--- src/rtl/conv_exec_unit.sv ---
// conv_exec_unit: scalar ALU ops plus direct/Winograd/pruned-Winograd F(2,3) conv on one shared multiplier; CONV_PERF_CNT_EN adds perf counters
module conv_exec_unit #(
  parameter int LANE_WIDTH = 8,
  parameter int ACC_WIDTH = 24
) (
  input  logic        clk,
  input  logic        rst,
  input  logic [2:0]  ALUControl,
  input  logic [31:0] SrcA,
  input  logic [31:0] SrcB,
  input  logic        in_valid,
  output logic        in_ready,
  output logic [31:0] Result,
  output logic        out_valid,
  input  logic        out_ready
`ifdef CONV_PERF_CNT_EN
  ,
  output logic [31:0] perf_mul_cnt,
  output logic [31:0] perf_skip_cnt
`endif
);
  localparam logic [1:0] IDLE = 2'd0, MUL = 2'd1, FINAL = 2'd2, DONE = 2'd3;
  typedef logic signed [10:0] w_t;
  function automatic w_t lane(input logic [31:0] x, input int i);
    return w_t'($signed(x[i*LANE_WIDTH +: LANE_WIDTH]));
  endfunction
  function automatic logic [43:0] factors(input logic [31:0] b);
    w_t g0, g1, g2;
    g0 = lane(b, 0);
    g1 = lane(b, 1);
    g2 = lane(b, 2);
    return {g2, g0 - g1 + g2, g0 + g1 + g2, g0};
  endfunction
  function automatic logic [15:0] sat(input logic signed [ACC_WIDTH-1:0] v);
    return v > 32767 ? 16'h7fff : v < -32768 ? 16'h8000 : v[15:0];
  endfunction
  logic [1:0] state, k, dsel, gsel;
  logic [2:0] op_q, cnt, n, pop, n_in;
  logic [31:0] a_q, scal;
  logic [23:0] b_q;
  logic [3:0] mask, nzi, mask_in;
  logic [43:0] fi, fq;
  logic direct, is_scalar;
  w_t mx, my;
  logic signed [21:0] prod;
  logic signed [ACC_WIDTH-1:0] acc0, acc1, p, add0, add1, y0, y1;
  assign in_ready = state == IDLE;
  assign out_valid = state == DONE;
  assign fi = factors(SrcB);
  assign fq = factors({8'd0, b_q});
  assign nzi = {|fi[43:33], |fi[32:22], |fi[21:11], |fi[10:0]};
  assign pop = 3'(nzi[0]) + 3'(nzi[1]) + 3'(nzi[2]) + 3'(nzi[3]);
  assign mask_in = ALUControl == 3'b101 ? nzi : 4'hf;
  assign n_in = ALUControl == 3'b111 ? 3'd6 : ALUControl == 3'b110 ? 3'd4 : pop;
  assign is_scalar = !ALUControl[2] || ALUControl == 3'b100;
  assign scal = ALUControl == 3'b001 ? SrcA - SrcB :
                ALUControl == 3'b010 ? SrcA & SrcB :
                ALUControl == 3'b011 ? SrcA | SrcB : SrcA + SrcB;
  // Direct conv walks (d0g0,d1g1,d2g2) then (d1g0,d2g1,d3g2); Winograd picks the lowest pending Mk
  assign direct = op_q == 3'b111;
  assign dsel = cnt < 3'd3 ? cnt[1:0] : 2'(cnt - 3'd2);
  assign gsel = cnt < 3'd3 ? cnt[1:0] : 2'(cnt - 3'd3);
  assign k = mask[0] ? 2'd0 : mask[1] ? 2'd1 : mask[2] ? 2'd2 : 2'd3;
  assign mx = direct ? lane(a_q, int'(dsel)) :
              k == 2'd0 ? w_t'((lane(a_q, 0) - lane(a_q, 2)) <<< 1) :
              k == 2'd1 ? lane(a_q, 1) + lane(a_q, 2) :
              k == 2'd2 ? lane(a_q, 2) - lane(a_q, 1) :
              w_t'((lane(a_q, 1) - lane(a_q, 3)) <<< 1);
  assign my = direct ? lane({8'd0, b_q}, int'(gsel)) : w_t'(fq[11*k +: 11]);
  assign prod = 22'(mx) * 22'(my);
  assign p = ACC_WIDTH'(prod);
  assign add0 = direct ? (cnt < 3'd3 ? p : '0) : (k == 2'd3 ? '0 : p);
  assign add1 = direct ? (cnt < 3'd3 ? '0 : p) : k == 2'd0 ? '0 : k == 2'd1 ? p : -p;
  // Winograd terms carry a factor of 2 so both sums are even and the shift is exact
  assign y0 = direct ? acc0 : acc0 >>> 1;
  assign y1 = direct ? acc1 : acc1 >>> 1;
  always_ff @(posedge clk or negedge rst) begin
    if (!rst) begin
      state <= IDLE;
      op_q <= '0;
      a_q <= '0;
      b_q <= '0;
      mask <= '0;
      cnt <= '0;
      n <= '0;
      acc0 <= '0;
      acc1 <= '0;
      Result <= '0;
    end else begin
      case (state)
        IDLE: if (in_valid) begin
          op_q <= ALUControl;
          a_q <= SrcA;
          b_q <= SrcB[23:0];
          mask <= mask_in;
          n <= n_in;
          cnt <= '0;
          acc0 <= '0;
          acc1 <= '0;
          if (is_scalar) Result <= scal;
          state <= is_scalar ? DONE : n_in == 3'd0 ? FINAL : MUL;
        end
        MUL: begin
          acc0 <= acc0 + add0;
          acc1 <= acc1 + add1;
          mask <= mask & ~(4'b1 << k);
          cnt <= cnt == n ? cnt : cnt + 3'd1;
          state <= cnt + 3'd1 >= n ? FINAL : MUL;
        end
        FINAL: begin
          Result <= {sat(y1), sat(y0)};
          state <= DONE;
        end
        default: if (out_ready) state <= IDLE;
      endcase
    end
  end
`ifdef CONV_PERF_CNT_EN
  always_ff @(posedge clk or negedge rst) begin
    if (!rst) begin
      perf_mul_cnt <= '0;
      perf_skip_cnt <= '0;
    end else begin
      perf_mul_cnt <= perf_mul_cnt + (state == MUL ? 32'd1 : 32'd0);
      perf_skip_cnt <= perf_skip_cnt + (state == IDLE && in_valid && ALUControl == 3'b101 ? 32'(3'd4 - pop) : 32'd0);
    end
  end
`endif
endmodule
--- config.mk ---
export PLATFORM = sky130hd
export DESIGN_NAME = conv_exec_unit
export DESIGN_NICKNAME = d
export VERILOG_FILES = /design/src/rtl/conv_exec_unit.sv
export SDC_FILE = /design/constraint.sdc
export NUM_CORES = 1
export LEC_CHECK = 0
export BUFFER_PORTS_ARGS = -buffer_cell sky130_fd_sc_hd__buf_4
export CAP_MARGIN = 25
export CELL_PAD_IN_SITES_DETAIL_PLACEMENT = 2
export CELL_PAD_IN_SITES_GLOBAL_PLACEMENT = 2
export CORE_ASPECT_RATIO = 0.75
export CORE_MARGIN = 3
export CORE_UTILIZATION = 42
export DETAILED_ROUTE_END_ITERATION = 16
export PLACE_DENSITY_LB_ADDON = 0.25
export SETUP_SLACK_MARGIN = 0.4
export SLEW_MARGIN = 20
export SYNTH_ARGS = -nofsm -noshare
export SYNTH_HDL_FRONTEND = slang
export SYNTH_SLANG_ARGS = --single-unit
--- constraint.sdc ---
create_clock -name clk -period 26.9 [get_ports clk]
set_clock_uncertainty 0.15 [all_clocks]
set_input_delay 4.035 -clock clk [delete_from_list [all_inputs] [get_ports clk]]
set_output_delay 4.035 -clock clk [all_outputs]
set_load 0.02 [all_outputs]
==> impl_metrics.toml <==
[run_status]
run_status = "complete, no violations"

[clock_network]
root_buffer = "clkbuf_16"
clock_latency_ps = 500
cts_buffers = 17
clockBufferDepth = 2
post_cts_buffers = 0
clkSinkCount = 150
clkTransAtPathRegs_ps = 80
cts_resized = 0
postCtsHoldBufs = 0
htreeDepth = 4
cts_tree = "done"

[worst_setup_path]
arrival_ps = 13390
rr_endpoint = "acc1[23]"
setup.worst_path.start_class = "register"
cp_max_fo = 14
regToRegStartpoint = "b_q[1]"
ff2ff_path_depth = 44
critical_path.slowest_cell = "a31oi_1"
slowest_delay_ps = 710
crit_type = "register to register"
r2r_setup_slack_ps = 13740
cp-end-kind = "register"
worstPathRequired_ps = 27140

[drt]
first_pass_iters = 6
dr.first_iter.drc_count = 2082
vias = 24010
via_per_inst = 6.407
ant_nets = 0
routedWlPerCell_um = 29.53
drt-total-wl_um = 110600
drc_errors = 0

[grt]
overflow = 0
grt_first_pass_wirelength_um = 168000
grt_max_degree = 83
antenna_found_initial = 8
track_usage_pct = 37.66
grt_pass1_vias = 26200

[logic_synthesis]
ys.flop_type = "dfrtp_1"
async_flop_share_pct = 100.0
synth_cell_type_count = 85
ys_warn_count = 0
ys_ff_latch = 150
ys_seq_area_share_pct = 16.19
avgSynthCellArea_um2 = 7.769
synth_area_um2 = 23180
synth_edf_count = 0
postSynthCellCount = 2984
syn_nets = 3477

[floorplan]
die_w_um = 277.3
die_y_um = 209.5
die-area_um2 = 58080
initial_utilization_pct = 43.09
rows = 73
core_um2 = 53800
pin_count = 105

[job]
max-cap-violations = 0

[timing]
fin_crit_sh_pct = 48.91
max_freq_ghz = 0.07600
relSlewSlack_pct = 24.19
tns_ps = 0
slew_violations = 0
setup_viol = 0
rsz0062_at_grt = "false"
whs_ps = 352.7
finalHoldViolations = 0
worst_pin_slew_ps = 1125
period_needed_ps = 13160

[layout]
area_growth_pct = 9.197
nets = 3515
drive_above_1_share_pct = 7.677
diodes = 0

[min_path]
whs_path_depth = 2
min_from = "Result[12]"
hold_end = "Result[12]"
hp-class = "register to register"

[placed_design]
dpl.hpwl_um = 85600
io_buffers = 104
gp_congestion = 0.9708
[cells by family (layout without fill, tap and decap cells)]
| group | count (synthesis) | after routing | share of synthesized area (%) |
|---|---|---|---|
| AOI/OAI and AO/OA | 861 | 861 | 23.61 |
| and+or+nand+nor | 846 | 846 | 16.65 |
| buffers and inverters | 538 | 589 | 8.711 |
| adders and majority gates | 422 | 422 | 27.83 |
| DFF | 150 | 150 | 16.19 |
| xor gates and xnor gates | 114 | 114 | 4.339 |
| muxes | 53 | 53 | 2.672 |
[worst max path at each step]
stage,slack [ps],startpoint,endpoint
finish,13740,b_q[1],acc1[23]
global route,12960,b_q[1],acc1[23]
CTS,13860,b_q[1],acc1[23]
detailed placement,14010,b_q[1],acc1[23]
global placement,15120,b_q[1],acc1[23]
floorplan,16370,b_q[1],acc1[23]
[final cells by class]
class	count	area, um^2
repair buffers	144	1085
multi-input cells	2296	17440
well taps	712	890.9
flip-flops and latches	150	3754
clock buffers	18	429.2
clock inverters	14	163.9
fillers	6137	28480
inverters	413	1550
[layer usage]
metal	vias to the layer above	GRT usage (%)	share of wire (%)
met3	274	8.374	7.9
met4	10	13.05	3.6
met5	-	0	0.077
met1	12470	50.53	44
li1	10240	-	-
met2	1013	59.96	45
[critical path, delay by kind of cell (launching register included)]
family / cells / cell delay (ps)
adders and majority gates: 10 / 4500
xor gates and xnor gates: 2 / 270
and+or+nand+nor: 10 / 2110
DFF: 1 / 420
AOI/OAI and AO/OA: 15 / 4610
buffers and inverters: 7 / 980
[sequential cells by signal (all words and copies together), names as in the netlist]
signal / count
state: 2
b_q: 24
acc0: 24
n: 3
acc1: 24
Result: 32
a_q: 32
op_q: 3
mask: 3
cnt: 3
[Yosys cell counts (26+ instances only)]
master    instances  area share [%]
dfrtp_1         150              16
xor2_1           48             1.8
nor2_1          260             4.2
o31ai_1          26            0.84
a21o_1           56             1.8
nand2b_1         37             1.0
o21a_1           29            0.94
nor2b_1          36            0.97
o21ai_0         257             5.5
nor3_1           50             1.1
fa_1            156              13
ha_1            266              14
o22ai_1          34            0.92
mux2i_1          45             1.9
a21oi_1         204             4.4
clkbuf_1        106             1.7
xnor2_1          65             2.5
nand2_1         313             5.1
inv_1           410             6.6
a211oi_1         27            0.87
[stage by stage]
stage	setup slack, ps	instance area, um^2	utilization [%]	std cells
2_1_floorplan	16370	23180	-	2984
3_3_place_gp	15120	24710	45.93	3714
3_5_place_dp	14010	24710	45.94	3714
4_1_cts	13860	25310	47.04	3746
5_1_grt	12960	25310	47.05	3747
6_report	13740	25310	47.05	3747
[layout by cell type (no fill, tap or decap), drive strengths merged, types with 14 or more instances in the layout]
cell / instances
nor2b: 36
fa: 156
nand2b: 37
a21oi: 205
o22ai: 34
dfrtp: 150
o31ai: 26
mux2i: 45
a31oi: 21
or2: 26
a221o: 14
nand2: 313
nand3: 24
nor4: 15
a21boi: 15
a21o: 56
xnor2: 66
o21a: 29
o221ai: 16
inv: 418
xor2: 48
buf: 144
ha: 266
nor2: 260
and3: 14
o21bai: 23
a211oi: 27
o21ai: 261
or3: 15
nor3: 51
clkbuf: 18
o211ai: 18
Power is not shown: default switching activity piles up to over one toggle a cycle in this logic, so the estimate is an artifact.
